$ cat config.mk
export PLATFORM = sky130hd
export DESIGN_NAME = multicycle_controller
export DESIGN_NICKNAME = d
export VERILOG_FILES = /design/src/rtl/mcc_pkg.sv /design/src/rtl/mcc_perf_counters.sv /design/src/rtl/multicycle_controller.sv
export SDC_FILE = /design/constraint.sdc
export NUM_CORES = 1
export LEC_CHECK = 0
export CAP_MARGIN = 10
export CORE_AREA = 8 8 45 47
export DETAILED_ROUTE_END_ITERATION = 7
export DIE_AREA = 0 0 53 55
export GPL_TIMING_DRIVEN = 0
export PLACE_DENSITY = 0.74
export SLEW_MARGIN = 20
export SYNTH_ARGS = -nofsm -noshare
export SYNTH_HDL_FRONTEND = slang
export SYNTH_SLANG_ARGS = --single-unit
$ cat constraint.sdc
create_clock -name clk -period 2.5 [get_ports clk]
set_input_delay 0.375 -clock clk [delete_from_list [all_inputs] [get_ports clk]]
set_output_delay 0.375 -clock clk [all_outputs]
set_load 0.01 [all_outputs]
$ cat src/rtl/mcc_pkg.sv
// Shared types and encodings for the multi-cycle RISC-V control FSM.
package mcc_pkg;

   typedef enum logic [2:0] {
      S_IDLE    = 3'd0,
      S_FETCH   = 3'd1,
      S_DECODE  = 3'd2,
      S_EXEC    = 3'd3,
      S_MEM     = 3'd4,
      S_WB      = 3'd5,
      S_ILLEGAL = 3'd6
   } state_t;

   localparam logic [6:0] OP_RTYPE = 7'b0110011;
   localparam logic [6:0] OP_LD    = 7'b0000011;
   localparam logic [6:0] OP_SD    = 7'b0100011;
   localparam logic [6:0] OP_BEQ   = 7'b1100011;

   localparam logic [1:0] ALU_ADD   = 2'b00;
   localparam logic [1:0] ALU_SUB   = 2'b01;
   localparam logic [1:0] ALU_FUNCT = 2'b10;

   localparam logic [1:0] SRCB_RS2  = 2'b00;
   localparam logic [1:0] SRCB_FOUR = 2'b01;
   localparam logic [1:0] SRCB_IMM  = 2'b10;

   function automatic logic is_legal(input logic [6:0] op);
      return (op == OP_RTYPE) || (op == OP_LD) || (op == OP_SD) || (op == OP_BEQ);
   endfunction

endpackage

$ cat src/rtl/mcc_perf_counters.sv
// Purpose: active-cycle and retired-instruction counters for the multi-cycle controller.
// Latency: counts visible the cycle after the qualifying edge.
// Backpressure: none; counters wrap modulo 2^32.
module mcc_perf_counters (
   input  logic        clk,
   input  logic        reset_n,
   input  logic        active,
   input  logic        retire,
   output logic [31:0] cycle_count,
   output logic [31:0] instret
);

   always_ff @(posedge clk or negedge reset_n) begin
      if (!reset_n) begin
         cycle_count <= 32'd0;
         instret     <= 32'd0;
      end else begin
         if (active) cycle_count <= cycle_count + 32'd1;
         if (retire) instret     <= instret + 32'd1;
      end
   end

endmodule

$ cat src/rtl/multicycle_controller.sv
// Purpose: multi-cycle control FSM for R-type/ld/sd/beq; MCC_PERF_EN adds perf counters.
// Latency: R 4, ld 5, sd 4, beq 3 cycles, plus one per mem_ready wait cycle.
// Backpressure: mem_req/mem_we held stable in FETCH/MEM until mem_ready.
module multicycle_controller
   import mcc_pkg::*;
(
   input  logic        clk,
   input  logic        reset_n,
   input  logic        run,
   input  logic [6:0]  opcode,
   input  logic        alu_zero,
   input  logic        mem_ready,
   output logic        mem_req,
   output logic        mem_we,
   output logic        mem_sel,
   output logic        ir_write,
   output logic        pc_write,
   output logic        pc_src,
   output logic        alu_src_a,
   output logic [1:0]  alu_src_b,
   output logic [1:0]  alu_op,
   output logic        reg_write,
   output logic        mem_to_reg,
   output logic [2:0]  state,
`ifdef MCC_PERF_EN
   output logic [31:0] cycle_count,
   output logic [31:0] instret,
`endif
   output logic        illegal
);

   state_t cur_state, nxt_state;
   state_t boundary;

   always_ff @(posedge clk or negedge reset_n) begin
      if (!reset_n) cur_state <= S_IDLE;
      else          cur_state <= nxt_state;
   end

   // Instruction boundary: run is only honoured here
   assign boundary = run ? S_FETCH : S_IDLE;

   always_comb begin
      nxt_state  = cur_state;
      mem_req    = 1'b0;
      mem_we     = 1'b0;
      mem_sel    = 1'b0;
      ir_write   = 1'b0;
      pc_write   = 1'b0;
      pc_src     = 1'b0;
      alu_src_a  = 1'b0;
      alu_src_b  = SRCB_RS2;
      alu_op     = ALU_ADD;
      reg_write  = 1'b0;
      mem_to_reg = 1'b0;
      unique case (cur_state)
         S_IDLE: begin
            if (run) nxt_state = S_FETCH;
         end
         S_FETCH: begin
            mem_req   = 1'b1;
            alu_src_b = SRCB_FOUR;
            if (mem_ready) begin
               ir_write  = 1'b1;
               pc_write  = 1'b1;
               nxt_state = S_DECODE;
            end
         end
         S_DECODE: begin
            nxt_state = is_legal(opcode) ? S_EXEC : S_ILLEGAL;
         end
         S_EXEC: begin
            alu_src_a = 1'b1;
            case (opcode)
               OP_RTYPE: begin
                  alu_op    = ALU_FUNCT;
                  nxt_state = S_WB;
               end
               OP_LD, OP_SD: begin
                  alu_src_b = SRCB_IMM;
                  nxt_state = S_MEM;
               end
               OP_BEQ: begin
                  alu_op    = ALU_SUB;
                  pc_src    = 1'b1;
                  pc_write  = alu_zero;
                  nxt_state = boundary;
               end
               default: nxt_state = S_ILLEGAL;
            endcase
         end
         S_MEM: begin
            // ALU keeps computing rs1+imm so the address stays valid while waiting
            mem_req   = 1'b1;
            mem_sel   = 1'b1;
            mem_we    = (opcode == OP_SD);
            alu_src_a = 1'b1;
            alu_src_b = SRCB_IMM;
            if (mem_ready) nxt_state = (opcode == OP_LD) ? S_WB : boundary;
         end
         S_WB: begin
            reg_write  = 1'b1;
            mem_to_reg = (opcode == OP_LD);
            nxt_state  = boundary;
         end
         S_ILLEGAL: nxt_state = S_ILLEGAL;
         default:   nxt_state = S_IDLE;
      endcase
   end

   assign state   = cur_state;
   // ILLEGAL is only left through reset, so the state itself is the sticky flag
   assign illegal = (cur_state == S_ILLEGAL);

`ifdef MCC_PERF_EN
   logic active, retire;

   assign active = (cur_state != S_IDLE) && (cur_state != S_ILLEGAL);
   assign retire = (cur_state == S_WB)
                || (cur_state == S_EXEC && opcode == OP_BEQ)
                || (cur_state == S_MEM  && opcode == OP_SD && mem_ready);

   mcc_perf_counters u_perf (
      .clk         (clk),
      .reset_n     (reset_n),
      .active      (active),
      .retire      (retire),
      .cycle_count (cycle_count),
      .instret     (instret)
   );
`endif

endmodule
Yosys cells after proc, flatten, opt, wreduce, memory -nomap -nowiden
Index checks and enable logic that the tools add are counted.
{"block": "word_totals", "ff_bits": 3, "mem_count": 0, "rom_bits": 0, "ramBits": 0, "latchBits": 0, "in_bits": 12, "elab_cells": 46}
{"block": "classes", "n_div": 0, "add_sub_neg": 0, "multipliers": 0, "n_shift": 0, "magnitude_cmp": 0, "muxes": 24, "n_eq_ne": 13, "n_bitwise": 0, "n_reduce_logical": 8}
{"operator": "3-bit one-hot mux with 7 select lines", "count": 1}
{"operator": "3-bit two-way mux", "count": 5}
{"operator": "7-bit by 6-bit equality test with 1-bit output (second input constant)", "count": 2}
{"operator": "1-bit two-way mux", "count": 12}
{"operator": "3-bit equality test (second input constant)", "count": 3}
{"operator": "3-bit one-hot mux with 3 select lines", "count": 1}
{"operator": "7-bit by 2-bit equality test with 1-bit output (second input constant)", "count": 1}
{"operator": "7-bit equality test (second input constant)", "count": 1}
{"operator": "3-bit by 2-bit equality test with 1-bit output (second input constant)", "count": 2}
{"operator": "2-bit != test (second input constant)", "count": 3}
{"operator": "2-bit one-hot mux with 3 select lines", "count": 1}
{"operator": "2-bit OR reduction", "count": 3}
{"operator": "2-bit two-way mux", "count": 2}
{"operator": "2-bit one-hot mux with 2 select lines", "count": 1}
{"operator": "3-bit by 1-bit equality test with 1-bit output (second input constant)", "count": 1}
{"operator": "3-bit zero test", "count": 1}
{"operator": "1-bit logical OR", "count": 3}
{"operator": "3-bit AND reduction", "count": 1}
{"operator": "1-bit one-hot mux with 2 select lines", "count": 1}

Longest topological paths before layout
{"block": "depth", "ltp_word": 6, "ltp_mapped": 6}

Worst setup path before layout
No wires, ideal clock.
{"block": "synth_timing", "kind": "register to output", "startpoint": "register cur_state[1] (netlist: state[1])", "endpoint": "output port pc_write", "required_time_ns": 2.125, "arrival_time_ns": 1.360, "n_path_buf": 0, "path_slack_ns": 0.765, "stages_incl_launch_ff": 5, "cell_sequence": "dfrtp_1 nand2_2 or2_4 nor4_4 a21o_1"}
{"block": "synth_between", "elab_chain_cells": 2}
{"element": "start, declared", "line_no": "multicycle_controller.sv:32", "rtl": "state_t cur_state, nxt_state;"}
{"element": "start signal, assigned", "line_no": "multicycle_controller.sv:37", "rtl": "else cur_state <= nxt_state;"}
{"element": "3-bit by 2-bit equality test with 1-bit output or 3-bit by 1-bit equality test with 1-bit output (tied branches)", "line_no": "multicycle_controller.sv:56", "rtl": "unique case (cur_state)"}
{"element": "1-bit one-hot mux with 2 select lines *", "line_no": "multicycle_controller.sv:56"}
{"element": "end, declared", "line_no": "multicycle_controller.sv:17", "rtl": "output logic pc_write,"}
Every way passes the cells marked *; elsewhere a longest branch is shown, timed or not.

Worst setup path in the final report
{"block": "layout_timing", "startpoint": "input port opcode[2]", "endpoint": "output port mem_we"}
{"block": "layout_between", "elab_chain_cells": 2}
{"element": "start, declared", "line_no": "multicycle_controller.sv:10", "rtl": "input logic [6:0] opcode,"}
{"element": "7-bit by 6-bit equality test with 1-bit output", "line_no": "multicycle_controller.sv:96", "rtl": "mem_we = (opcode == OP_SD);"}
{"element": "1-bit two-way mux", "line_no": "multicycle_controller.sv:56"}
{"element": "end, declared", "line_no": "multicycle_controller.sv:14", "rtl": "output logic mem_we,"}
Every way passes these cells.

==> impl_metrics.yaml <==
setup_path:
  crit_fanout: 7
  endpoint_kind: "output port"
  arrival_ps: 2090
  start_kind: "primary input"
  cp.required_ps: 2120
  crit_type: "in -> out"
synthesis:
  seq_area_frac_synth_pct: 18.1
  async_reset_ff_share_pct: 100
  yosys-top-cells-count: "6 x nand2_1, 4 x and2_1, 3 x dfrtp_1, 3 x nor2_1"
  yosys_warnings: 0
  yosysTopAreaCell: "dfrtp_1"
  netlist_area_um2: 415
  ys_seq_elements: 3
  syn_avg_cell_area_um2: 7.99
  synth_most_common_cell: "nand2_1"
  synth_area_leaders: "dfrtp_1 18%, nand4bb_4 6.6%, and2_1 6.0%"
  synth_top_flop_cell: "dfrtp_1"
  synth_edf_count: 0
  yosysUniqueCellTypes: 35
  netlist_instances: 52
  yosys.area.top_type_share_pct: 18.1
  synthesis.nets: 64
clocking:
  cts.sinks: 3
  clk_latency_ps: 230
  numCtsBuffers: 3
  clk_pin_slew_worst_paths_ps: 40
  clockBufferDepth: 2
  ctsHoldBuffers: 0
  htreeDepth: 1
  root_buffer: "clkbuf_4"
  post_cts_buffers: 0
  tritoncts: "yes"
timing:
  whs_ps: 325
  skew_ps: 3.54
  period_share_pct: 98.4
  slew_headroom_pct: 77.9
  setup_ws_ps: 39.1
  max_freq_mhz: 406
  fin_crit_ps: 2460
  tns_ps: 0
  final_max_slew_viol_count: 0
  hold_violations: 0
  worst-slew-pin-transition_ps: 330
  rsz0062_at_grt: "true"
  setup_viol: 0
global_routing:
  grt_usage_pct: 8.91
  antenna_found_initial: 0
  grt_overflow: 0
  grt_first_pass_wirelength_um: 2070
  grt_start_max_net_pins: 11
  grt_pass1_vias: 472
placement:
  hpwl_um: 1040
  pre_cts_slack_ps: 32.0
  dp.cells: 95
  port_buffers: 27
  place_area_um2: 706
  gp_congestion: 0.764
die:
  dieArea_um2: 2920
  fp.dieW_um: 53
  core_um2: 1380
  io_pins: 29
  initial_core_util_pct: 30.0
  fp-row-count: 14
  fp.dieH_um: 55
route:
  drtIter0Drc: 11
  dr.pass1.iters: 4
  wl_per_cell_um: 12.9
  detailroute.via_count: 495
  avgViaCountPerCell: 5.00
  route.detailed.drc: 0
  routed_wl_um: 1280
  antenna_left: 0
pwr:
  p_total_mw: 0.597
  peakVddDrop_mv: 0.436
  p_per_area_nw_per_um2: 812
  leakage_nw: 0.304
cells_and_area:
  stdcell_count: 99
  syn2layout_area_growth_pct: 77.1
  final_area_um2: 736
  fill_cells: 127
  largest_register_ff_count: 3
  fin_util_pct: 53.2
  final_layout_size_suffix_gt1_share_pct: 16.9
  nNetsFinal: 96
  antenna_cells: 0
outcome:
  status: "complete, no violations"
worst_hold_path:
  hold_path.class: "in -> async"
job:
  maxCapViolations: 0
-- critical path, cell delays in order --
cell and delay [ps]:
clkdlybuf4s50_1 400, nand4bb_4 300, nor2_1 190, nand2_1 70, nor3_1 180, clkdlybuf4s50_1 580
-- routing by layer --
metal | part of all wire, % | global-route usage, %
met1 | 41 | 9.73
met2 | 53 | 17.8
met3 | 6.1 | 0.535
met4 | 0 | 2.59
met5 | 0 | 0
-- cells by family after synthesis --
group                      Yosys count  synth area share [%]
and+or+nand+nor                     30                  51.5
AOI/OAI and AO/OA                   12                  19.6
buffers and inverters                6                  8.43
DFF                                  3                  18.1
adders and majority gates            1                  2.41
-- cells in the final DEF, fill, tap and decap left out, types with 2 or more instances in the layout --
cell | netlist | routed
nand2_1 | 6 | 6
o21ai_1 | 2 | 2
and2_1 | 4 | 4
nor2_1 | 3 | 3
inv_1 | 2 | 2
o21ai_0 | 2 | 2
dfrtp_1 | 3 | 2
clkbuf_4 | 0 | 3
a21o_1 | 2 | 2
or2_1 | 2 | 2
clkdlybuf4s50_1 | 0 | 26
-- cell type report --
class                           instances  area, µm²  share of cell area, %
Sequential cell                         3       76.3                   10.4
Multi-Input combinational cell         43        305                   41.5
Clock buffer                            4       26.3                   3.57
Buffer                                  3       23.8                   3.23
Tap cell                               16       20.0                   2.72
Timing Repair Buffer                   27        273                   37.1
Inverter                                3       11.3                   1.53
-- timing repair --
action | 4_1_cts | 5_1_grt
endpoints found under the hold margin | 0 | 0
resized for setup | 0 | 2
setup endpoints to repair | 0 | 4
-- power breakdown --
part	switching, mW	leakage (nW)	internal [mW]
clock	0.0254	0.0150	0.0598
sequential	0.0391	0.0343	0.0728
combinational	0.171	0.255	0.229
total	0.236	0.304	0.362
-- worst paths after layout --
path | from | to | slack, ps | cells after the start
worst min register to register | state[0] | state[0] | 620 | 3
worst max-delay path | opcode[2] | mem_we | 40 | 6
worst min-delay path | reset_n | state[0] | 330 | 1
min in group clk | opcode[6] | state[2] | 550 | 3
worst max register to register | state[0] | state[0] | 860 | 5
max in group asynchronous | reset_n | state[1] | 2010 | 1
Note: power is estimated with default switching activity, not from simulation.
==> RTL change: new RTL, same settings <==
Reset style: synchronous (`reset_n`), changed in one clocked block.
--- a/src/rtl/multicycle_controller.sv
+++ b/src/rtl/multicycle_controller.sv
@@ -34,3 +34,3 @@
 
-   always_ff @(posedge clk or negedge reset_n) begin
+   always_ff @(posedge clk) begin
       if (!reset_n) cur_state <= S_IDLE;
Formal check against the unedited RTL: differs if reset_n is asserted again (counterexample within 4 cycles, from zero or initial values and one cycle with reset_n low); with reset_n held inactive, the same outputs for 10 cycles.
==> RTL change against the original RTL <==
- routed wire length increased by 6.2%
- sequential cell count unchanged
- critical endpoint unchanged
- die area unchanged
- worst setup slack improved by 70 ps
- clock skew shrank 0.81 ps
- cell area is 8.3% higher
- first-iteration DRC count decreased by 9.1%
- utilization rose by 4.4 points
- critical path type unchanged
- area after synthesis grew 6.9%
Power is not compared: it rests on default switching activity, and its combinational part moved more than twofold at a synthesized area within 25%.
==> RTL change: results (changes against the original RTL) <==
Route
  • DR pass1 iterations: 4 (unchanged)
  • DRT iter0 DRCs: 10 (-1)
  • Wire per inst: 12.5 µm (-3.5%)
  • Routed wire length: 1360 µm (+6.2%)
  • DR vias: 535 (+8.1%)

Synthesis
  • Post-synth top cells: 7 x nand2_1, 5 x nor2_1, 4 x inv_1
  • Register area share after synthesis: 0.135 (-0.0455)
  • Post-synth net total: 72 (+13%)
  • Synth async-reset ratio: 0 (-1.00)
  • Count of different cell masters after synthesis: 34 (-2.9%)
  • Top cells by area, synth: dfxtp_1 14%, nand4bb_4 6.2%, nand2_1 5.9%
  • Ys Warns: 0 (unchanged)
  • Avg Cell Area, Syn: 7.40 µm² (-7.3%)

Pwr
  • Worst vdd ir: 0.157 mV
  • Leakage power: 0.404 nW

GRT
  • First-pass GRT wire length: 2160 µm (+4.3%)
  • Largest net degree at the start of global routing: 11 (unchanged)
  • GRT Util Overall: 0.0989 (+0.00978)
  • Vias in the first global route: 502 (+6.4%)
  • Initial antenna violation count: 0 (unchanged)

Finish
  • NumNets Final: 106 (+10%)
  • Max FFs per register: 3 (unchanged)
  • Fillers: 129 (+1.6%)
  • Share of post-route cells with drive strength above 1: 0.140 (-0.0289)
  • Ant. Diodes: 0 (unchanged)

Placement
  • Placed Cells: 104 (+9.5%)
  • Detail Placement HPWL: 1140 µm (+9.0%)
  • Pre-CTS setup slack: -185 ps (-217 ps)
  • RePlAce Congestion: 0.867 (+14%)
  • Port buffer count: 28 (+3.7%)

Min path
  • Hold Path Class: flop to flop
  • WHS Path Cells: 3

Critical path
  • Crit Path Max Fanout: 7 (unchanged)
  • WP data arrival: 2020 ps (-70 ps)
  • R2R depth: 6 (+1)

Clock network
  • Worst skew pair latency: 240 ps
  • Clock root cell: clkbuf_4
  • Clock Path Buffers: 2 (unchanged)
  • Total clock buffers created by CTS: 3 (unchanged)
  • H-tree levels: 1 (unchanged)
  • Register clock-pin slew on the reported worst setup and hold paths: 40 ps (about the same)

Timing
  • Worst Skew: 2.74 ps (-0.806 ps)
  • Relative slew slack: 0.714 (-0.0652)

Outcome
  • Status: finished, final reports clean
-- RTL change: path summary, 6_finish.rpt --
check | from | end | slack, ps
worst max-delay path | opcode[0] | mem_we | 110
worst min-delay path | state[1] | state[1] | 600
worst max register to register | state[2] | state[0] | 790
worst min register to register | state[1] | state[1] | 600
-- RTL change: timing repair --
item / in CTS / in global routing
gates resized for setup: 3 / 5
pin swaps: 1 / 1
setup endpoints to repair: 3 / 3
setup buffers: 1 / 0
-- RTL change: final cells by class --
cell class	instances	area (µm²)	area share
Clock buffer	4	26.3	0.0330
Tap cell	16	20.0	0.0251
Timing Repair Buffer	29	298	0.374
Sequential cell	3	60.1	0.0754
Buffer	5	42.5	0.0534
Multi-Input combinational cell	48	335	0.421
Inverter	4	15.0	0.0188
-- RTL change: metrics by stage --
stage | util | power (mW) | hold WS (ps) | area (µm²)
after floorplan | - | 0.135 | 484 | 444
after global placement | 0.538 | 0.208 | 598 | 744
after detailed placement | 0.538 | 0.211 | 600 | 744
after CTS | 0.567 | 0.294 | 607 | 785
after global routing | 0.576 | 0.314 | 637 | 797
final | 0.576 | 0.295 | 602 | 797
-- RTL change: critical path, cell delays in order --
cell             delay, ps
clkdlybuf4s50_1        500
nand4bb_4              200
nand2b_1               220
nor3_1                 140
clkdlybuf4s50_1        570
-- RTL change: metal layers --
| metal | part of all wire | vias up | GRT usage |
|---|---|---|---|
| met2 | 0.46 | 18 | 0.158 |
| li1 | - | 279 | - |
| met3 | 0.079 | 2 | 0.0214 |
| met1 | 0.44 | 236 | 0.112 |
| met4 | 0.015 | 0 | 0.0776 |
| met5 | 0 | - | 0 |
-- RTL change: where the power goes --
group / total [mW] / switching (mW) / internal [mW]
clock network: 0.0874 / 0.0274 / 0.0600
registers: 0.0593 / 0.00480 / 0.0545
logic: 0.148 / 0.0669 / 0.0815
-- RTL change: logic make-up (layout without fill, tap and decap cells) --
group                  after synthesis  after routing  share of synthesized area
AND/OR/NAND/NOR                     33             33                      0.504
flip-flops                           3              3                      0.135
AO/OA/AOI/OAI                       15             15                      0.231
buffers and inverters                9             42                      0.130
